File: config.mk
export PLATFORM = sky130hd
export DESIGN_NAME = thunderbird_cmd_gen
export DESIGN_NICKNAME = d
export VERILOG_FILES = /design/src/rtl/thunderbird_pkg.sv /design/src/rtl/sw_debounce.sv /design/src/rtl/thunderbird_cmd_gen.sv
export SDC_FILE = /design/constraint.sdc
export NUM_CORES = 1
export LEC_CHECK = 0
export BUFFER_PORTS_ARGS = -buffer_cell sky130_fd_sc_hd__buf_4
export CORE_ASPECT_RATIO = 1.5
export CORE_MARGIN = 4
export CORE_UTILIZATION = 60
export CTS_BUF_LIST = sky130_fd_sc_hd__clkbuf_4 sky130_fd_sc_hd__clkbuf_8 sky130_fd_sc_hd__clkbuf_16
export DETAILED_ROUTE_END_ITERATION = 8
export PLACE_DENSITY = 0.76
export SETUP_SLACK_MARGIN = 0.4
export SLEW_MARGIN = 20
export SYNTH_ARGS = -nofsm -noshare
export SYNTH_HDL_FRONTEND = slang
export SYNTH_SLANG_ARGS = --single-unit
File: constraint.sdc
create_clock -name i_clk -period 3.7 [get_ports i_clk]
set_input_delay 0.185 -clock i_clk [delete_from_list [all_inputs] [get_ports i_clk]]
set_output_delay 0.185 -clock i_clk [all_outputs]
set_load 0.05 [all_outputs]
File: src/rtl/thunderbird_pkg.sv
// Shared types and default timing constants for the thunderbird command front-end.
package thunderbird_pkg;

    // One animation step of the tail-light sequencer, in system clock cycles.
    localparam int unsigned STEP_CYCLES             = 25_000_000;
    localparam int unsigned LOCK_STEPS              = 3;
    localparam int unsigned DEFAULT_HOLDOFF_CYCLES  = STEP_CYCLES * LOCK_STEPS;
    localparam int unsigned DEFAULT_DEBOUNCE_CYCLES = 1_000_000;

    typedef enum logic {
        IDLE,
        LOCK
    } state_e;

    typedef enum logic {
        DIR_LEFT,
        DIR_RIGHT
    } dir_e;

endpackage

File: src/rtl/sw_debounce.sv
// One switch channel: 2-flop synchronizer, counter debounce and registered rise pulse.
module sw_debounce
    import thunderbird_pkg::*;
#(
    parameter int unsigned DEBOUNCE_CYCLES = DEFAULT_DEBOUNCE_CYCLES
) (
    input  logic i_clk,
    input  logic i_rst_n,
    input  logic i_sw,
    output logic o_level,
    output logic o_rise
);

    localparam int unsigned CNT_W = $clog2(DEBOUNCE_CYCLES + 1);

    logic             s1_q;
    logic             s2_q;
    logic             stable_q;
    logic             stable_d;
    logic             stable_d1_q;
    logic             rise_q;
    logic [CNT_W-1:0] cnt_q;
    logic [CNT_W-1:0] cnt_d;

    // Bring the raw asynchronous switch into the clock domain.
    always_ff @(posedge i_clk or negedge i_rst_n) begin
        if (!i_rst_n) begin
            s1_q <= 1'b0;
            s2_q <= 1'b0;
        end else begin
            s1_q <= i_sw;
            s2_q <= s1_q;
        end
    end

    // Accept a new level only after DEBOUNCE_CYCLES consecutive differing samples.
    always_comb begin
        stable_d = stable_q;
        cnt_d    = '0;
        if (s2_q != stable_q) begin
            if (cnt_q == CNT_W'(DEBOUNCE_CYCLES - 1)) begin
                stable_d = s2_q;
            end else begin
                cnt_d = cnt_q + CNT_W'(1);
            end
        end
    end

    // Debounce state plus registered rising-edge pulse.
    always_ff @(posedge i_clk or negedge i_rst_n) begin
        if (!i_rst_n) begin
            stable_q    <= 1'b0;
            cnt_q       <= '0;
            stable_d1_q <= 1'b0;
            rise_q      <= 1'b0;
        end else begin
            stable_q    <= stable_d;
            cnt_q       <= cnt_d;
            stable_d1_q <= stable_q;
            rise_q      <= stable_q & ~stable_d1_q;
        end
    end

    assign o_level = stable_q;
    assign o_rise  = rise_q;

endmodule

File: src/rtl/thunderbird_cmd_gen.sv
// Command front-end for the thunderbird tail-light sequencer: conditions the three
// dashboard switches, arbitrates their rising edges and holds off further left/right
// commands for one full animation.
// Optional feature macro THUNDERBIRD_AUTO_REPEAT_EN: re-fire a held left/right lever at
// every lock expiry instead of returning to IDLE.
module thunderbird_cmd_gen
    import thunderbird_pkg::*;
#(
    parameter int unsigned DEBOUNCE_CYCLES = DEFAULT_DEBOUNCE_CYCLES,
    parameter int unsigned HOLDOFF_CYCLES  = DEFAULT_HOLDOFF_CYCLES
) (
    input  logic i_clk,
    input  logic i_rst_n,
    input  logic i_sw_left,
    input  logic i_sw_right,
    input  logic i_sw_haz,
    output logic o_left,
    output logic o_right,
    output logic o_haz,
    output logic o_busy
);

    localparam int unsigned HOLD_W = $clog2(HOLDOFF_CYCLES + 1);

    logic lvl_left;
    logic lvl_right;
    logic lvl_haz;
    logic rise_left;
    logic rise_right;
    logic rise_haz;

    logic cmd_haz;
    logic cmd_left;
    logic cmd_right;
    logic expire;

    state_e            state_q;
    state_e            state_d;
    dir_e              dir_q;
    dir_e              dir_d;
    logic [HOLD_W-1:0] hold_q;
    logic [HOLD_W-1:0] hold_d;
    logic              left_q;
    logic              left_d;
    logic              right_q;
    logic              right_d;
    logic              haz_q;
    logic              haz_d;

    sw_debounce #(
        .DEBOUNCE_CYCLES(DEBOUNCE_CYCLES)
    ) u_deb_left (
        .i_clk  (i_clk),
        .i_rst_n(i_rst_n),
        .i_sw   (i_sw_left),
        .o_level(lvl_left),
        .o_rise (rise_left)
    );

    sw_debounce #(
        .DEBOUNCE_CYCLES(DEBOUNCE_CYCLES)
    ) u_deb_right (
        .i_clk  (i_clk),
        .i_rst_n(i_rst_n),
        .i_sw   (i_sw_right),
        .o_level(lvl_right),
        .o_rise (rise_right)
    );

    sw_debounce #(
        .DEBOUNCE_CYCLES(DEBOUNCE_CYCLES)
    ) u_deb_haz (
        .i_clk  (i_clk),
        .i_rst_n(i_rst_n),
        .i_sw   (i_sw_haz),
        .o_level(lvl_haz),
        .o_rise (rise_haz)
    );

    // Simultaneous left and right is treated as a hazard request.
    assign cmd_haz   = rise_haz | (rise_left & rise_right);
    assign cmd_left  = rise_left & ~cmd_haz;
    assign cmd_right = rise_right & ~cmd_haz;
    assign expire    = (hold_q == HOLD_W'(HOLDOFF_CYCLES - 1));

`ifdef THUNDERBIRD_AUTO_REPEAT_EN
    logic repeat_ok;
    assign repeat_ok = ((dir_q == DIR_LEFT) ? lvl_left : lvl_right) & ~lvl_haz;
`else
    logic unused_levels;
    assign unused_levels = lvl_left ^ lvl_right ^ lvl_haz ^ (dir_q == DIR_RIGHT);
`endif

    // Next-state and command pulse selection.
    always_comb begin
        state_d = state_q;
        dir_d   = dir_q;
        hold_d  = hold_q;
        left_d  = 1'b0;
        right_d = 1'b0;
        haz_d   = 1'b0;
        unique case (state_q)
            IDLE: begin
                hold_d = '0;
                if (cmd_haz) begin
                    haz_d = 1'b1;
                end else if (cmd_left) begin
                    left_d  = 1'b1;
                    state_d = LOCK;
                    dir_d   = DIR_LEFT;
                end else if (cmd_right) begin
                    right_d = 1'b1;
                    state_d = LOCK;
                    dir_d   = DIR_RIGHT;
                end
            end
            LOCK: begin
                // Left/right rises are dropped here; only hazard can break the lock.
                if (cmd_haz) begin
                    haz_d   = 1'b1;
                    state_d = IDLE;
                    hold_d  = '0;
                end else if (expire) begin
                    hold_d = '0;
`ifdef THUNDERBIRD_AUTO_REPEAT_EN
                    if (repeat_ok) begin
                        left_d  = (dir_q == DIR_LEFT);
                        right_d = (dir_q == DIR_RIGHT);
                    end else begin
                        state_d = IDLE;
                    end
`else
                    state_d = IDLE;
`endif
                end else begin
                    hold_d = hold_q + HOLD_W'(1);
                end
            end
            default: begin
                state_d = IDLE;
                hold_d  = '0;
            end
        endcase
    end

    // State, holdoff counter and registered command outputs.
    always_ff @(posedge i_clk or negedge i_rst_n) begin
        if (!i_rst_n) begin
            state_q <= IDLE;
            dir_q   <= DIR_LEFT;
            hold_q  <= '0;
            left_q  <= 1'b0;
            right_q <= 1'b0;
            haz_q   <= 1'b0;
        end else begin
            state_q <= state_d;
            dir_q   <= dir_d;
            hold_q  <= hold_d;
            left_q  <= left_d;
            right_q <= right_d;
            haz_q   <= haz_d;
        end
    end

    assign o_left  = left_q;
    assign o_right = right_q;
    assign o_haz   = haz_q;
    assign o_busy  = (state_q == LOCK);

endmodule

## After elaboration in Yosys (flattened, before gate mapping)

Cells that the tools add are included.

| storage, ports and cells | value |
|---|---|
| output and inout bits | 4 |
| flip-flop bits (word level) | 106 |
| input port bits | 5 |

| operators by class | value |
|---|---|
| bitwise operators | 12 |
| eq/ne operators | 7 |
| $add $sub $neg | 4 |
| muxes and demuxes | 22 |
| reduce and logical (&&, ||, !) cells | 3 |

Operator list:

| cell | count |
|---|---|
| 20-bit two-way mux | 6 |
| 20-bit by 1-bit adder with 20-bit output (second input constant) | 3 |
| 20-bit equality test (second input constant) | 3 |
| 27-bit two-way mux | 2 |
| 27-bit one-hot mux with 2 select lines | 1 |
| 27-bit by 1-bit adder with 27-bit output (second input constant) | 1 |
| 27-bit equality test (second input constant) | 1 |
| 1-bit two-way mux | 12 |
| 1-bit AND | 6 |
| 2-bit AND reduction | 3 |
| 1-bit NOT | 5 |
| 1-bit inequality test | 3 |
| 1-bit one-hot mux with 2 select lines | 1 |
| 1-bit OR | 1 |

## Longest topological paths before layout

Gate-level depths: netlist (run 1).

| depth | value |
|---|---|
| depth after elaboration | 8 |
| mapped depth | 6 |

## Hierarchy

A second synthesis (run 1) with hierarchy kept.

| second synthesis, totals | value |
|---|---|
| cells, all modules | 485 |
| area, all modules | 5092.4 sq um |

By module, submodules not included:

| module | sequential area each (sq um) | times used | area each (sq um) | cells an instance |
|---|---|---|---|---|
| sw_debounce at u_deb_haz ... | 625.6 | 2 | 1171.1 | 109 |
| thunderbird_cmd_gen | 775.7 | 1 | 1584.0 | 156 |
| sw_debounce at u_deb_left | 625.6 | 1 | 1166.1 | 111 |

## Worst setup path before layout (run 1)

OpenSTA, ideal clock, no wires.

| path | value |
|---|---|
| path type | register to register |
| start point | register u_deb_haz.cnt_q[0] |
| end point | register u_deb_haz.cnt_q[18] |
| library setup time | 0.078 ns |
| required time | 3.622 ns |
| arrival | 1.910 ns |
| path slack | 1.712 ns |
| cell stages (with the launch flop) | 7 |
| period minus slack after synthesis | 1.988 ns |
| cell sequence | dfrtp_1 > ha_1 > nand3_1 > or4_1 > buf_2 > or4_1 > a21oi_1 |

| between the ends | value |
|---|---|
| word-level cells in the longest chain between the ends | 3 |

Ends and longest elaborated chain:

| item | RTL line | text |
|---|---|---|
| start, declared | sw_debounce.sv:22 | `logic [CNT_W-1:0] cnt_q;` |
| start signal, assigned | sw_debounce.sv:58 | `cnt_q <= cnt_d;` |
| 20-bit by 1-bit adder with 20-bit output or 20-bit equality test (tied branches) | sw_debounce.sv:44, sw_debounce.sv:41 |  |
| 20-bit two-way mux (*) | sw_debounce.sv:41 | `if (cnt_q == CNT_W'(DEBOUNCE_CYCLES - 1)) begin` |
| 20-bit two-way mux (*) | sw_debounce.sv:40 | `if (s2_q != stable_q) begin` |
| named net u_deb_haz.cnt_d[18] | sw_debounce.sv:23 | `logic [CNT_W-1:0] cnt_d;` |

Mark *: on every way through the listed nets, which the timed path passes. The rest lies on a longest branch.
A chain may end at the register's enable or synchronous reset.

## Worst setup path after layout (run 1)

| path | value |
|---|---|
| start point | register hold_q[0] |
| end point | register hold_q[24] |

| between the ends | value |
|---|---|
| word-level cells in the longest chain between the ends | 4 |

Ends and longest elaborated chain:

| item | RTL line | text |
|---|---|---|
| start, declared | thunderbird_cmd_gen.sv:41 | `logic [HOLD_W-1:0] hold_q;` |
| start signal, assigned | thunderbird_cmd_gen.sv:158 | `hold_q <= hold_d;` |
| 27-bit by 1-bit adder with 27-bit output or 27-bit equality test (tied branches) | thunderbird_cmd_gen.sv:136, thunderbird_cmd_gen.sv:84 |  |
| 27-bit two-way mux (*) | thunderbird_cmd_gen.sv:123 | `end else if (expire) begin` |
| 27-bit two-way mux (*) | thunderbird_cmd_gen.sv:119 | `if (cmd_haz) begin` |
| 27-bit one-hot mux with 2 select lines (*) | thunderbird_cmd_gen.sv:102 | `unique case (state_q)` |
| named net hold_d[24] | thunderbird_cmd_gen.sv:42 | `logic [HOLD_W-1:0] hold_d;` |

Marks and branches as above.

==> flow_summary.toml, run 1 <==
[power]
switchingPower_mw = 0.444
clockPowerShare_pct = 42.0
seqPwrFrac_pct = 55.3
power.density_mw_per_mm2 = 387
finalPower_mw = 2.14
p_leak_nw = 2.18
cell_internal_pwr_mw = 1.69
switching_share_pct = 20.8
combPwrFrac_pct = 2.8
max-vdd-ir-drop_mv = 0.306

[run]
cap_viol_max_count = 0

[routing]
wire_per_inst_um = 15.0
routed_via_density = 5.96
drt_iter0_drc = 240
num_vias = 3714
drc = 0
antenna_left = 0
drt_wl_total_um = 9340
first_pass_iters = 4

[sta]
period_share_pct = 63.5
hold_violations = 0
max_freq_ghz = 0.426
worst-slew-pin-transition_ps = 939
tns_ps = 0
rsz0062_at_grt = "no"
finalSetupViolCount = 0
min_period_ps = 2350
maxSlewViolCount = 0
slew_headroom_pct = 37.3
clock_skew_ps = 5.39

[synth]
syn_area_per_cell_sq_um = 10.0
synth_nets = 509
yosys_most_used_dff = "dfrtp_1"
synth_edf_count = 0
ys_warn_count = 0
syn_inst = 500
yosysUniqueCellTypes = 34
synth-seq-area-share_pct = 52.8
ys_ff_latch = 106
ys_async_sr_fraction_pct = 100
synthesis.area_sq_mm = 0.00502

[floorplan]
io_pins = 9
die_area_sq_mm = 0.00993
rows = 40
core_area_sq_mm = 0.00811
start_util_pct = 61.9
die_x_um = 82.7
die_h_um = 120

[worst_setup_path]
start_kind = "flop"
cp_num_buf_inv = 1
critPathCaptureType = "flop"
crit_arrival_ps = 2570
crit_fanout = 14
crit_family = "compound AO/OA/AOI/OAI gates"
max_stage_delay_ps = 780
cp_data_required_time_ps = 3920
crit_path_cell_trace = "ha_1, and4_1, nand3_1, o311ai_2, buf_4, a21oi_1"
slowest_stage = "o311ai_2"
worst-setup-path-type = "reg -> reg"

[clock_network]
clk_pin_slew_ps = 60
postCtsSetupRepairBufs = 0
cts.htree.levels = 3
cts_root_buf = "clkbuf_16"
cts_tree = "built"
ctsResizeCount = 0
cts_made_buffers = 9
clock-sinks = 106
cts_buffer_depth = 2
insertion_delay_ps = 350
postCtsHoldBufs = 3

[placed_design]
dpl_cell_area_sq_mm = 0.00520
gp_congestion = 0.764
dp.cells = 604
port-buffer-count = 8
dpl.hpwl_um = 6330

[final_layout]
final_common_cell = "dfrtp_1"
final_cell_mix = "dfrtp_1 (106), nor2_1 (64), nand4_1 (35)"
num_antenna_cells = 0
layout.cells.non_filler = 623
drive_gt1_share_pct = 7.53
nNetsFinal = 523
area_delta_synth_final_pct = 9.94
design_area_sq_mm = 0.00552

[global_routing]
grt_usage_pct = 21.0
grt_pass1_vias = 3697
antenna_found_initial = 0
grt_pass1_wl_um = 16200
grt_overflow = 0
grt_max_degree = 89

[run_status]
status = "finished clean"

[min_path]
hp-class = "reg -> reg"
metal layers:
layer | track usage, % | up-vias | share of wire [%]
met5 | 0 | - | 0
met4 | 11.9 | 0 | 2.6
met3 | 2.40 | 12 | 1.9
met2 | 35.5 | 42 | 52
met1 | 25.2 | 1827 | 44
li1 | - | 1833 | -
sequential cells by signal, summed over array words and instances, names as in the netlist, 20 cells and up:
| register | flops |
|---|---|
| hold_q | 27 |
| u_deb_haz.cnt_q | 20 |
| u_deb_left.cnt_q | 20 |
| u_deb_right.cnt_q | 20 |
power groups by stage:
stage / clock network, mW / registers (mW) / logic (mW)
6_report: 0.896 / 1.18 / 0.0592
5_1_grt: 0.980 / 1.18 / 0.0703
3_3_place_gp: 0 / 1.20 / 0.0563
3_5_place_dp: 0 / 1.20 / 0.0574
4_1_cts: 0.925 / 1.18 / 0.0601
2_1_floorplan: 0 / 1.20 / 0.0241
cells in the mapped netlist (all sizes together), types with 10 or more instances:
library cell,number,area share (%)
o21ai,17,1.7
nor4,14,1.7
inv,15,1.1
nor2,64,4.8
or3,15,1.9
nand2,25,1.9
dfrtp,106,53
xor2,25,4.4
o31ai,11,1.7
xnor2,29,5.1
or4,12,1.8
nand3,28,3.0
nand4,35,4.4
a21oi,29,2.9
nor3,10,1.0
layout make-up:
| type | count | area (sq um) |
|---|---|---|
| Fill cell | 653 | 2590 |
| Multi-Input combinational cell | 365 | 2260 |
| Inverter | 15 | 56.3 |
| Tap cell | 105 | 131 |
| Clock buffer | 13 | 268 |
| Clock inverter | 2 | 12.5 |
| Timing Repair Buffer | 17 | 141 |
| Sequential cell | 106 | 2650 |
worst reg2reg max path, cell delays in order, from the launching register on:
cell and delay [ps]:
dfrtp_1 390, ha_1 260, and4_1 290, nand3_1 110
o311ai_2 780, buf_4 340, a21oi_1 60
logic make-up after synthesis:
| group | after synthesis | synth area share, % |
|---|---|---|
| and+or+nand+nor | 243 | 26.6 |
| DFF | 106 | 52.8 |
| AOI/OAI and AO/OA | 61 | 7.17 |
| xor gates and xnor gates | 54 | 9.42 |
| buffers and inverters | 29 | 2.29 |
| adders and majority gates | 4 | 0.997 |
| muxes | 3 | 0.673 |
metrics by stage:
step	util [%]	worst slack (ps)	hold WS, ps
final	68.1	1350	347
after global placement	64.1	1420	295
after detailed placement	64.1	1340	296
after CTS	67.9	1330	76.0
after global routing	68.1	1150	362
after floorplan	-	1710	-111
path summary, 6_finish.rpt:
check                                    startpoint                             end  slack [ps]  cells past startpoint
max in group asynchronous                   i_rst_n                 o_haz$_DFF_PN0_        2470                      3
min                        u_deb_haz.s1_q$_DFF_PN0_        u_deb_haz.s2_q$_DFF_PN0_         350                      0
min reg2reg                u_deb_haz.s1_q$_DFF_PN0_        u_deb_haz.s2_q$_DFF_PN0_         350                      0
min in group asynchronous                   i_rst_n  u_deb_left.cnt_q[13]$_DFF_PN0_         450                      2
max                             hold_q[0]$_DFF_PN0_            hold_q[24]$_DFF_PN0_        1350                      6
max reg2reg                     hold_q[0]$_DFF_PN0_            hold_q[24]$_DFF_PN0_        1350                      6
(Power assumes the default switching activity.)
==> inputs of run 2 (changes only) <==
ABC_AREA = 1   (was unset)
CORE_UTILIZATION = 57   (was 60)
PLACE_DENSITY = 0.75   (was 0.76)
clock period = 2 ns   (was 3.7 ns; I/O delays follow)
==> flow_summary.toml, run 2 <==
[run_status]
status = "finished clean"

[worst_setup_path]
cp_data_required_time_ps = 2270
crit_path_frequent_cell = "nand3_1"
start_kind = "flop"
crit_fanout = 4
max_stage_delay_ps = 410
r2r-end = "u_deb_left.cnt_q[18]$_DFF_PN0_"
reg2reg_depth = 7
critPathCaptureType = "flop"
crit_family = "simple AND/OR/NAND/NOR gates"
slowest_stage = "dfrtp_1"
cp_num_buf_inv = 1
crit_arrival_ps = 1790
r2r_start = "u_deb_left.cnt_q[0]$_DFF_PN0_"
crit_path_cell_trace = "ha_2, nand3_1, inv_1, nand2_2, nor2_4, nand3_1, a21oi_1"
worst-r2r-setup-slack_ps = 480
worst-setup-path-type = "reg -> reg"

[synth]
synth.most_common_cell = "nor2_1"
synth-simple-area-share_pct = 37.2
yosysUniqueCellTypes = 31
muxShareOfSynthArea_pct = 0
synth_xor_area_share_pct = 7.11
ys_warn_count = 0
synth_top_area_cell = "dfrtp_1"
syn_inst = 717
ys_async_sr_fraction_pct = 100
syn_area_per_cell_sq_um = 7.70
synth_top_area_share_pct = 48.0
synth_edf_count = 0
netlist_top_cells_area = "dfrtp_1 (48%), nor2_1 (13%), nand2_1 (12%), inv_1 (4.8%), xor2_1 (4.4%)"
synthesis.area_sq_mm = 0.00552
netlist_top_cells_count = "nor2_1 (196), nand2_1 (172), dfrtp_1 (106)"
yosys_most_used_dff = "dfrtp_1"
synth_nets = 726
ys_ff_latch = 106
synth-seq-area-share_pct = 48.0
synth-compound-area-share_pct = 1.56
synthAdderAreaFrac_pct = 0.906
synth_top_family_by_area = "simple AND/OR/NAND/NOR gates"

[routing]
routed_via_density = 5.27
antenna_left = 0
drt_wl_total_um = 11500
drc = 0
drt_iter0_drc = 219
num_vias = 4556
wire_per_inst_um = 13.3
first_pass_iters = 5

[clock_network]
cts_tree = "built"
clock-sinks = 106
cts_buffer_depth = 2
cts.htree.levels = 3
cts_root_buf = "clkbuf_16"
insertion_delay_ps = 350
cts_made_buffers = 9
clk_pin_slew_ps = 70

[final_layout]
regMostFlops = "hold_q"
final_cell_mix = "nor2_1 (194), nand2_1 (169), dfrtp_1 (106)"
area_delta_synth_final_pct = 13.1
final.fill_count = 792
drive_gt1_share_pct = 10.6
largest_reg_flops = 27
ff_latch_area_sq_mm = 0.00265
final_common_cell = "nor2_1"
num_antenna_cells = 0
multiInputGateArea_sq_mm = 0.00267
nNetsFinal = 757

[sta]
maxSlewViolCount = 0
rsz0062_at_grt = "no"
clock_skew_ps = 7.71
hold_violations = 0
max_freq_ghz = 0.659
period_share_pct = 75.9
worst-slew-pin-transition_ps = 351
fin_ws_ps = 481
tns_ps = 0
finalSetupViolCount = 0
min_period_ps = 1520
slew_headroom_pct = 76.5

[floorplan]
start_util_pct = 59.0
io_pins = 9
core_area_sq_mm = 0.00936
die_x_um = 88.4
die_area_sq_mm = 0.0114
die_h_um = 129
rows = 43

[run]
cap_viol_max_count = 0

[placed_design]
gp_congestion = 0.920
pre_cts_slack_ps = 406
dpl.hpwl_um = 8300
port-buffer-count = 8

[min_path]
hp-class = "in -> async"

[global_routing]
grt_pass1_vias = 4605
antenna_found_initial = 0
grt_overflow = 0
grt_pass1_wl_um = 20100
grt_max_degree = 44
grt_usage_pct = 22.3

[power]
p_leak_nw = 2.75
max-vdd-ir-drop_mv = 0.618
power.density_mw_per_mm2 = 664
[run 2: changes by cell type in the layout (fill, tap and decap cells not counted), moves of 13 or more]
cell / change
xnor2_1: -14
nand4_1: -25
o21ai_0: -14
inv_1: +54
or3_1: -15
a21oi_1: -17
nor2_1: +130
nand2_1: +144
nand3_1: +13
[run 2: kinds of logic after synthesis]
| family | count (synthesis) |
|---|---|
| AO/OA/AOI/OAI | 16 |
| AND/OR/NAND/NOR | 473 |
| adder cells (fa/ha/maj) | 4 |
| XOR/XNOR | 44 |
| flip-flops | 106 |
| buffers and inverters | 74 |
[run 2: per-stage QoR]
stage / cell area (sq um) / power, mW / instances / hold slack (ps) / util, %
finish: 6250 / 4.15 / 865 / 197 / 66.7
global route: 6250 / 4.30 / 865 / 230 / 66.7
CTS: 6120 / 4.19 / 862 / 201 / 65.4
detailed placement: 5750 / 2.34 / 840 / 35.1 / 61.5
global placement: 5750 / 2.34 / 840 / 36.0 / 61.5
floorplan: 5520 / 2.27 / 717 / -196 / -
[run 2: report_power, final]
group,switching [mW],leakage [nW],internal [mW]
logic,0.0889,1.14,0.0421
clock network,0.843,0.150,0.998
registers,0.0165,1.46,2.16
[run 2: worst max-delay path by stage]
| stage | end | slack, ps | depth (start not counted) | from |
|---|---|---|---|---|
| finish | u_deb_left.cnt_q[18]$_DFF_PN0_ | 480 | 7 | u_deb_left.cnt_q[0]$_DFF_PN0_ |
| global route | u_deb_left.cnt_q[17]$_DFF_PN0_ | 340 | 7 | u_deb_left.cnt_q[0]$_DFF_PN0_ |
| floorplan | u_deb_haz.cnt_q[16]$_DFF_PN0_ | 540 | 8 | u_deb_haz.cnt_q[0]$_DFF_PN0_ |
| detailed placement | hold_q[12]$_DFF_PN0_ | 410 | 8 | hold_q[0]$_DFF_PN0_ |
| CTS | hold_q[3]$_DFF_PN0_ | 410 | 8 | hold_q[0]$_DFF_PN0_ |
| global placement | hold_q[17]$_DFF_PN0_ | 420 | 8 | hold_q[0]$_DFF_PN0_ |
[run 2: per-layer routing]
layer	vias up	track usage (%)	routed length, um
met5	-	0	0
met4	0	9.25	386
met3	32	3.72	329
met2	92	39.1	6060
met1	2152	26.6	4740
li1	2280	-	-
[run 2: worst reg2reg max path, delay by kind of cell (launching register included)]
kind                       cells  cell delay, ps
DFF                            1             410
buffers and inverters          1             120
AOI/OAI and AO/OA              1             170
adders and majority gates      1             240
and+or+nand+nor                4             510
[run 2: timing repair]
action                     CTS  global route
setup endpoints to repair    1            46
hold endpoints to repair    26             0
hold buffers                 4             0
resized for setup            0            24
buffers inserted             2             3
pin swaps                    1             5
[run 2: layout make-up]
type,instances,area share [%]
repair buffers,21,3.08
multi-input cells,537,42.7
clock buffers,9,3.60
clock inverters,7,1.38
well taps,112,2.24
inverters,73,4.59
flip-flops and latches,106,42.5
==> inputs of run 3 (changes only) <==
ABC_AREA = 0   (was 1)
CORE_UTILIZATION = 56   (was 57)
PLACE_DENSITY = 0.74   (was 0.75)
clock period = 1.3 ns   (was 2 ns; I/O delays follow)
==> flow_summary.toml, run 3 (synthesis gave the netlist of run 1 again) <==
[worst_setup_path]
start_kind = "flop"
worst-r2r-setup-slack_ps = -680
crit_arrival_ps = 2260
reg2reg_depth = 5
worst-setup-path-type = "reg -> reg"
crit_fanout = 3
critPathCaptureType = "flop"
r2r_start = "hold_q[12]$_DFF_PN0_"
r2r-end = "hold_q[18]$_DFF_PN0_"
cp_data_required_time_ps = 1570

[final_layout]
layout.cells.non_filler = 820
final_cell_mix = "buf_4 (163), dfrtp_1 (103), nand4_1 (35)"
largest_reg_flops = 27
regMostFlops = "hold_q"
final_common_cell = "buf_4"
area_delta_synth_final_pct = 61.2
nNetsFinal = 713
post-route-util_pct = 92.2
drive_gt1_share_pct = 52.8

[floorplan]
rows = 42
die_area_sq_mm = 0.0106
io_pins = 9
start_util_pct = 57.2
die_x_um = 85.3
core_area_sq_mm = 0.00878
die_h_um = 124

[routing]
antenna_left = 0
drt_iter0_drc = 813
routed_via_density = 6.92
drc = 0
drt_wl_total_um = 21900
num_vias = 5675
wire_per_inst_um = 26.7
first_pass_iters = 5

[sta]
max_freq_ghz = 0.504
worst-slew-pin-transition_ps = 519
maxSlewViolCount = 0
rsz0062_at_grt = "yes"
clock_skew_ps = 8.82
slew_headroom_pct = 65.4
min_period_ps = 1980
tns_ps = -46750
hold_violations = 0
hold_ws_ps = 220
fin_ws_ps = -685
period_share_pct = 153
finalSetupViolCount = 90

[global_routing]
grt_overflow = 0
grt_pass1_wl_um = 27000
antenna_found_initial = 1
grt_util_met1_pct = 37.5
globalRouteMet3Util_pct = 4.30
grt_usage_pct = 32.9
grt_pass1_vias = 5426
grt-busiest-layer = "met2"
grt.met2_usage_pct = 60.5
grt_max_degree = 35

[run]
cap_viol_max_count = 0

[clock_network]
cts_made_buffers = 9
cts_buffer_depth = 2
clk_pin_slew_ps = 70
cts.htree.levels = 3
clock-sinks = 106
cts_root_buf = "clkbuf_16"
cts_tree = "built"
insertion_delay_ps = 350

[run_status]
violations = "setup timing"
status = "finished with violations"

[power]
power.density_mw_per_mm2 = 876
p_leak_nw = 3.38
max-vdd-ir-drop_mv = 0.832

[placed_design]
gp_congestion = 0.827
port-buffer-count = 8
dpl.hpwl_um = 8870
dp.cells = 754

[min_path]
hp-class = "in -> async"
run 3: what timing repair did:
action / in CTS / in global routing
gates cloned: 7 / 2
pin swaps: 31 / 22
hold endpoints to repair: 33 / 0
resized for setup: 87 / 107
setup buffers: 25 / 11
endpoints found under the setup margin: 97 / 97
hold buffers: 4 / 0
run 3: stage by stage:
stage                     area, sq um  total power [mW]  setup WS [ps]
after CTS                        7560              6.91           -468
after detailed placement         6590              3.69           -482
after floorplan                  5360              3.51           -551
after global routing             8090              7.24           -708
final                            8090              7.09           -685
after global placement           6590              3.67           -412
run 3: power breakdown:
group | internal [mW] | switching, mW
clock | 1.99 | 1.32
combinational | 0.199 | 0.230
sequential | 3.33 | 0.0301
total | 5.51 | 1.58
run 3: worst max path at each step:
stage | cells past startpoint | end | start
after floorplan | 6 | u_deb_haz.cnt_q[18]$_DFF_PN0_ | u_deb_haz.cnt_q[0]$_DFF_PN0_
after global placement | 5 | u_deb_haz.cnt_q[18]$_DFF_PN0_ | u_deb_haz.cnt_q[1]$_DFF_PN0_
after detailed placement | 6 | u_deb_haz.cnt_q[14]$_DFF_PN0_ | u_deb_haz.cnt_q[1]$_DFF_PN0_
after CTS | 5 | u_deb_haz.cnt_q[18]$_DFF_PN0_ | u_deb_haz.cnt_q[1]$_DFF_PN0_
after global routing | 5 | hold_q[18]$_DFF_PN0_ | hold_q[10]$_DFF_PN0_
final | 5 | hold_q[18]$_DFF_PN0_ | hold_q[12]$_DFF_PN0_
run 3: worst max-delay path, cell delays in order, from the launching register on:
cell and delay [ps]:
dfrtp_1 480, buf_4 200, nand4_1 200, or3_1 490, or3_1 360, a21oi_2 180
run 3: cell type report:
class / count / area [sq um]
clock buffer: 11 / 253
inverter: 15 / 56.3
clock inverter: 5 / 100
timing repair buffer: 207 / 1860
multi-input combinational: 365 / 3030
tap: 110 / 138
sequential: 106 / 2660
antenna: 1 / 2.50
fill: 293 / 682
run 3: per-layer routing:
| layer | up-vias | wire length [um] |
|---|---|---|
| met1 | 2800 | 7540 |
| met2 | 477 | 10900 |
| met3 | 172 | 1760 |
| met5 | - | 0 |
| met4 | 0 | 1710 |
| li1 | 2226 | - |
